**src/rtl/reg_bus_master.sv**
```systemverilog
// Host byte-stream to register-bus bridge: decodes 'W' addr data / 'R' addr commands,
// drives addr/data_out/we and returns one response byte per command.
module reg_bus_master #(
    parameter int DATA_WIDTH     = 8,
    parameter int RD_LATENCY     = 2,
    parameter int TIMEOUT_CYCLES = 1000000
) (
    input  logic                  clk,
    input  logic                  res,
    input  logic [DATA_WIDTH-1:0] rx_data,
    input  logic                  rx_valid,
    output logic [DATA_WIDTH-1:0] tx_data,
    output logic                  tx_valid,
    input  logic                  tx_ready,
    output logic [DATA_WIDTH-1:0] addr,
    output logic [DATA_WIDTH-1:0] data_out,
    output logic                  we,
    input  logic [DATA_WIDTH-1:0] bus_rdata,
    output logic                  busy,
    output logic [7:0]            err_count
);

    localparam int TW = (TIMEOUT_CYCLES > 2) ? $clog2(TIMEOUT_CYCLES) : 1;
    localparam logic [DATA_WIDTH-1:0] OP_WR   = DATA_WIDTH'(8'h57);
    localparam logic [DATA_WIDTH-1:0] OP_RD   = DATA_WIDTH'(8'h52);
    localparam logic [DATA_WIDTH-1:0] RSP_OK  = DATA_WIDTH'(8'h4B);
    localparam logic [DATA_WIDTH-1:0] RSP_BAD = DATA_WIDTH'(8'h3F);
    localparam logic [TW-1:0]         TO_MAX  = TW'(TIMEOUT_CYCLES - 1);

    typedef enum logic [2:0] {
        IDLE, GET_ADDR, GET_DATA, WRITE, RD_WAIT, SEND
    } state_t;

    state_t                state, state_n;
    logic                  op_rd, op_rd_n;
    logic [DATA_WIDTH-1:0] addr_n, data_n, tx_data_n;
    logic [3:0]            rd_cnt, rd_cnt_n;
    logic [TW-1:0]         to_cnt, to_cnt_n;
    logic                  err_inc;

    always_comb begin
        state_n   = state;
        op_rd_n   = op_rd;
        addr_n    = addr;
        data_n    = data_out;
        tx_data_n = tx_data;
        rd_cnt_n  = rd_cnt;
        to_cnt_n  = to_cnt;
        err_inc   = 1'b0;
        case (state)
            IDLE: begin
                to_cnt_n = '0;
                if (rx_valid) begin
                    if (rx_data == OP_WR) begin
                        op_rd_n = 1'b0;
                        state_n = GET_ADDR;
                    end else if (rx_data == OP_RD) begin
                        op_rd_n = 1'b1;
                        state_n = GET_ADDR;
                    end else begin
                        tx_data_n = RSP_BAD;
                        err_inc   = 1'b1;
                        state_n   = SEND;
                    end
                end
            end
            GET_ADDR: begin
                if (rx_valid) begin
                    addr_n   = rx_data;
                    to_cnt_n = '0;
                    if (op_rd) begin
                        rd_cnt_n = 4'(RD_LATENCY);
                        state_n  = RD_WAIT;
                    end else begin
                        state_n  = GET_DATA;
                    end
                end else if (to_cnt == TO_MAX) begin
                    to_cnt_n = '0;
                    err_inc  = 1'b1;
                    state_n  = IDLE;
                end else begin
                    to_cnt_n = to_cnt + 1'b1;
                end
            end
            GET_DATA: begin
                if (rx_valid) begin
                    data_n   = rx_data;
                    to_cnt_n = '0;
                    state_n  = WRITE;
                end else if (to_cnt == TO_MAX) begin
                    to_cnt_n = '0;
                    err_inc  = 1'b1;
                    state_n  = IDLE;
                end else begin
                    to_cnt_n = to_cnt + 1'b1;
                end
            end
            WRITE: begin
                tx_data_n = RSP_OK;
                state_n   = SEND;
            end
            RD_WAIT: begin
                // rd_cnt==1 here means this edge is the RD_LATENCY-th since addr load
                if (rd_cnt <= 4'd1) begin
                    tx_data_n = bus_rdata;
                    state_n   = SEND;
                end else begin
                    rd_cnt_n = rd_cnt - 4'd1;
                end
            end
            SEND: begin
                if (tx_valid && tx_ready) state_n = IDLE;
            end
            default: state_n = IDLE;
        endcase
        // Bytes arriving while a command is executing are dropped
        if (rx_valid && (state == WRITE || state == RD_WAIT || state == SEND))
            err_inc = 1'b1;
    end

    always_ff @(posedge clk or posedge res) begin
        if (res) begin
            state     <= IDLE;
            op_rd     <= 1'b0;
            addr      <= '0;
            data_out  <= '0;
            tx_data   <= '0;
            rd_cnt    <= '0;
            to_cnt    <= '0;
            we        <= 1'b0;
            tx_valid  <= 1'b0;
            busy      <= 1'b0;
            err_count <= '0;
        end else begin
            state    <= state_n;
            op_rd    <= op_rd_n;
            addr     <= addr_n;
            data_out <= data_n;
            tx_data  <= tx_data_n;
            rd_cnt   <= rd_cnt_n;
            to_cnt   <= to_cnt_n;
            // Strobes are registered from the next state so they align with it
            we       <= (state_n == WRITE);
            tx_valid <= (state_n == SEND);
            busy     <= (state_n != IDLE);
            if (err_inc && err_count != 8'hFF)
                err_count <= err_count + 8'd1;
        end
    end

endmodule

```
**config.mk**
```make
export PLATFORM = sky130hd
export DESIGN_NAME = reg_bus_master
export DESIGN_NICKNAME = d
export VERILOG_FILES = /design/src/rtl/reg_bus_master.sv
export SDC_FILE = /design/constraint.sdc
export NUM_CORES = 1
export LEC_CHECK = 0
export BUFFER_PORTS_ARGS = -buffer_cell sky130_fd_sc_hd__buf_4
export CAP_MARGIN = 15
export CORE_UTILIZATION = 55
export DETAILED_ROUTE_END_ITERATION = 8
export PLACE_DENSITY = 0.77
export SLEW_MARGIN = 20
export SYNTH_ARGS = -nofsm -noshare
export SYNTH_HDL_FRONTEND = slang
export SYNTH_SLANG_ARGS = --single-unit
```
**constraint.sdc**
```tcl
create_clock -name clk -period 2.9 [get_ports clk]
set_input_delay 0.29 -clock clk [delete_from_list [all_inputs] [get_ports clk]]
set_output_delay 0.29 -clock clk [all_outputs]
set_load 0.005 [all_outputs]
```
==> out/summary.txt <==
outcome: finished, final reports clean
largest cells by area after synthesis: sky130_fd_sc_hd__dfrtp_1 (52%), sky130_fd_sc_hd__mux2_2 (6.3%), sky130_fd_sc_hd__o21ai_0 (5.1%), sky130_fd_sc_hd__nand2_1 (3.2%), sky130_fd_sc_hd__nand3_1 (3.0%)
Die Wd: 76.3 um
fin nets: 381
number of vias in the routed layout: 2470
FF-to-FF Start: to_cnt[0]$_DFFE_PP0P_
number of diodes added for antenna fixing: 0
count of input and output buffers: 54
clk slew on worst S/H paths: 0.06 ns
Detailed Routing Iterations Pass 1: 4
Layout Area Growth over Synthesis: 21.6%
Clock Tree Buf Depth: 2
area share of the largest cell type after synthesis: 52.0%
mean area per synthesized cell: 10.2 um2
most common cell in the netlist: sky130_fd_sc_hd__dfrtp_1
number of hold-slack violations in the final timing report: 0
top cell types by occurrence after synthesis: sky130_fd_sc_hd__dfrtp_1 (63), sky130_fd_sc_hd__o21ai_0 (31), sky130_fd_sc_hd__nand2_1 (26)
proportion of register bits with asynchronous set or reset after synthesis: 100%
Clk Latency, worst-skew pair: 0.33 ns
max frequency: 0.388 GHz
initial antenna violation count: 0
io pins: 55
start-to-end type of the worst setup path: register to register
Synth Register Bits: 63
crit start category: register
Pwr per Cell Area: 860 nW/um2
cells traversed along the worst timing path: ha_1 > nand3_2 > or4_4 > or2_4 > o21ai_2 > and2_1 > mux2_2
path type of the worst min-delay path: input port to asynchronous set/reset pin
area of the die: 5820 um2
top cell type by total area after synthesis: sky130_fd_sc_hd__dfrtp_1
Yosys warning count: 0
final WL: 6370 um
H-tree lvl count: 3
r2r worst-path depth: 7
total global routing track utilization: 23.9%
Detail Route Antenna Nets: 0
detailed-route wire length per cell: 14.8 um
Clock Skews: 0.00541 ns
cell with the largest stage delay on the worst path: sky130_fd_sc_hd__or4_4
min Tclk post-route: 2.58 ns
area of the core region: 5200 um2
internal reg-to-reg setup slack: 0.32 ns
largest net degree at the start of global routing: 64
worst slew slack as a fraction of its limit: 37.2%
via count of the first global-routing pass: 2391
fin worst setup slack: 0.320 ns
number of enable flip-flop cells after synthesis: 0
root cell of the clock tree: sky130_fd_sc_hd__clkbuf_8
arrival time of the worst setup path: 2.80 ns
leakage power summed over all cells: 1.63 nW
weighted congestion at the end of routability-driven global placement: 0.773
Cells after Synth: 298
capture instance of the worst register-to-register path: err_count[1]$_DFFE_PP0P_
std cell rows: 26
DRC violation count after routing: 0
register area share after synthesis: 52.0%
number of DRC markers after the initial detailed-route iteration: 117
HPWL after DPL: 4480 um
maximum cell stage delay along the critical path: 0.56 ns
Peak supply drop: 0.000470 V
pin slew with the least headroom to its limit: 0.940 ns
post-synthesis cell area: 3030 um2
type of destination of the critical path: register
number of clock buffers inserted by TritonCTS: 9
predominant post-synthesis flop cell: sky130_fd_sc_hd__dfrtp_1
CTS tree: yes
fraction of the cycle the final worst path needs: 88.9%
first-pass GRT wire length: 10900 um
buffers inserted during post-CTS setup optimization: 0
number of pins exceeding their max-slew limit in the final report: 0
critical-path maximum fanout: 8
initial core utilization: 58.3%
Overflow after GRT: 0
required arrival time at the worst endpoint: 3.12 ns
synthesized net count: 322
die boundary height: 76.3 um
Final setup violation count: 0
sink count of the clock tree: 63
vias per cell: 5.74
PostCTS Resize Cnt: 0
aggregate negative setup slack: 0 ns
setup slack at placement: 0.343 ns
count of hold buffers inserted by post-cts repair: 0
max-capacitance violation count: 0
proportion of layout cells with a drive suffix above 1: 26.7%
setup repair after global routing missed its margin: false
number of distinct library cells after synthesis: 43
per-stage QoR:
step	area (um2)	utilization [%]	hold WS (ns)	total power, mW	std cells
3_3_place_gp	3530	67.7	0.468	2.50	416
4_1_cts	3690	70.9	0.164	3.20	430
3_5_place_dp	3530	67.7	0.472	2.55	416
6_report	3690	70.9	0.168	3.17	430
5_1_grt	3690	70.9	0.154	3.41	430
2_1_floorplan	3030	-	0.398	2.01	298
cells in the final DEF (no fill, tap or decap), drive strengths merged, types with 8 or more instances in the layout:
| master | netlist | final |
|---|---|---|
| a21oi | 8 | 8 |
| buf | 0 | 58 |
| clkbuf | 10 | 13 |
| dfrtp | 63 | 63 |
| mux2 | 18 | 18 |
| nand2 | 26 | 26 |
| nand3 | 19 | 19 |
| nor2 | 18 | 18 |
| nor2b | 11 | 11 |
| nor3 | 8 | 8 |
| o21ai | 33 | 33 |
| xnor2 | 8 | 8 |
state kept, by name, indices dropped and copies added (netlist names):
signal / count
addr: 8
tx_valid: 1
state: 3
err_count: 8
we: 1
tx_data: 8
busy: 1
data_out: 8
rd_cnt: 4
to_cnt: 20
op_rd: 1
power breakdown:
part | switching, mW | internal [mW] | total [mW]
logic | 0.560 | 0.611 | 1.17
clock network | 0.303 | 0.347 | 0.649
registers | 0.216 | 1.14 | 1.35
per-layer routing:
layer / vias to the layer above / wire, um / share of wire [%] / global-route usage [%]
met5: - / 0 / 0 / 0
met1: 1211 / 2920 / 46 / 30.0
met4: 0 / 59 / 0.93 / 7.88
li1: 1206 / - / - / -
met2: 47 / 3130 / 49 / 39.9
met3: 6 / 264 / 4.1 / 6.47
worst max-delay path, delay by kind of cell (launching register included):
kind	cells	cell delay (ns)
flip-flops	1	0.41
multiplexers	1	0.34
adder cells (fa/ha/maj)	1	0.24
AND/OR/NAND/NOR	4	1.20
AO/OA/AOI/OAI	1	0.27
cell families (layout without fill, tap and decap cells):
kind of cell	Yosys count	after routing	synth area share [%]
and+or+nand+nor	119	119	21.1
AOI/OAI and AO/OA	67	67	13.7
DFF	63	63	52.0
muxes	18	18	6.68
buffers and inverters	17	79	2.10
xor gates and xnor gates	10	10	2.89
adders and majority gates	4	4	1.65
area by class of cell:
cell class	instances	area, um2
flip-flops and latches	63	1580
fillers	419	1520
multi-input cells	218	1400
repair buffers	58	435
clock buffers	13	159
well taps	70	87.6
inverters	7	26.3
clock inverters	1	5.00
worst max path at each step:
stage | startpoint | cells past startpoint | slack (ns) | end
finish | to_cnt[0]$_DFFE_PP0P_ | 7 | 0.32 | err_count[1]$_DFFE_PP0P_
global route | to_cnt[0]$_DFFE_PP0P_ | 7 | 0.22 | err_count[1]$_DFFE_PP0P_
CTS | to_cnt[0]$_DFFE_PP0P_ | 7 | 0.33 | err_count[1]$_DFFE_PP0P_
detailed placement | to_cnt[0]$_DFFE_PP0P_ | 7 | 0.34 | err_count[1]$_DFFE_PP0P_
global placement | to_cnt[0]$_DFFE_PP0P_ | 7 | 0.41 | err_count[1]$_DFFE_PP0P_
floorplan | to_cnt[0]$_DFFE_PP0P_ | 7 | 0.56 | err_count[1]$_DFFE_PP0P_
(Power assumes the default switching activity.)
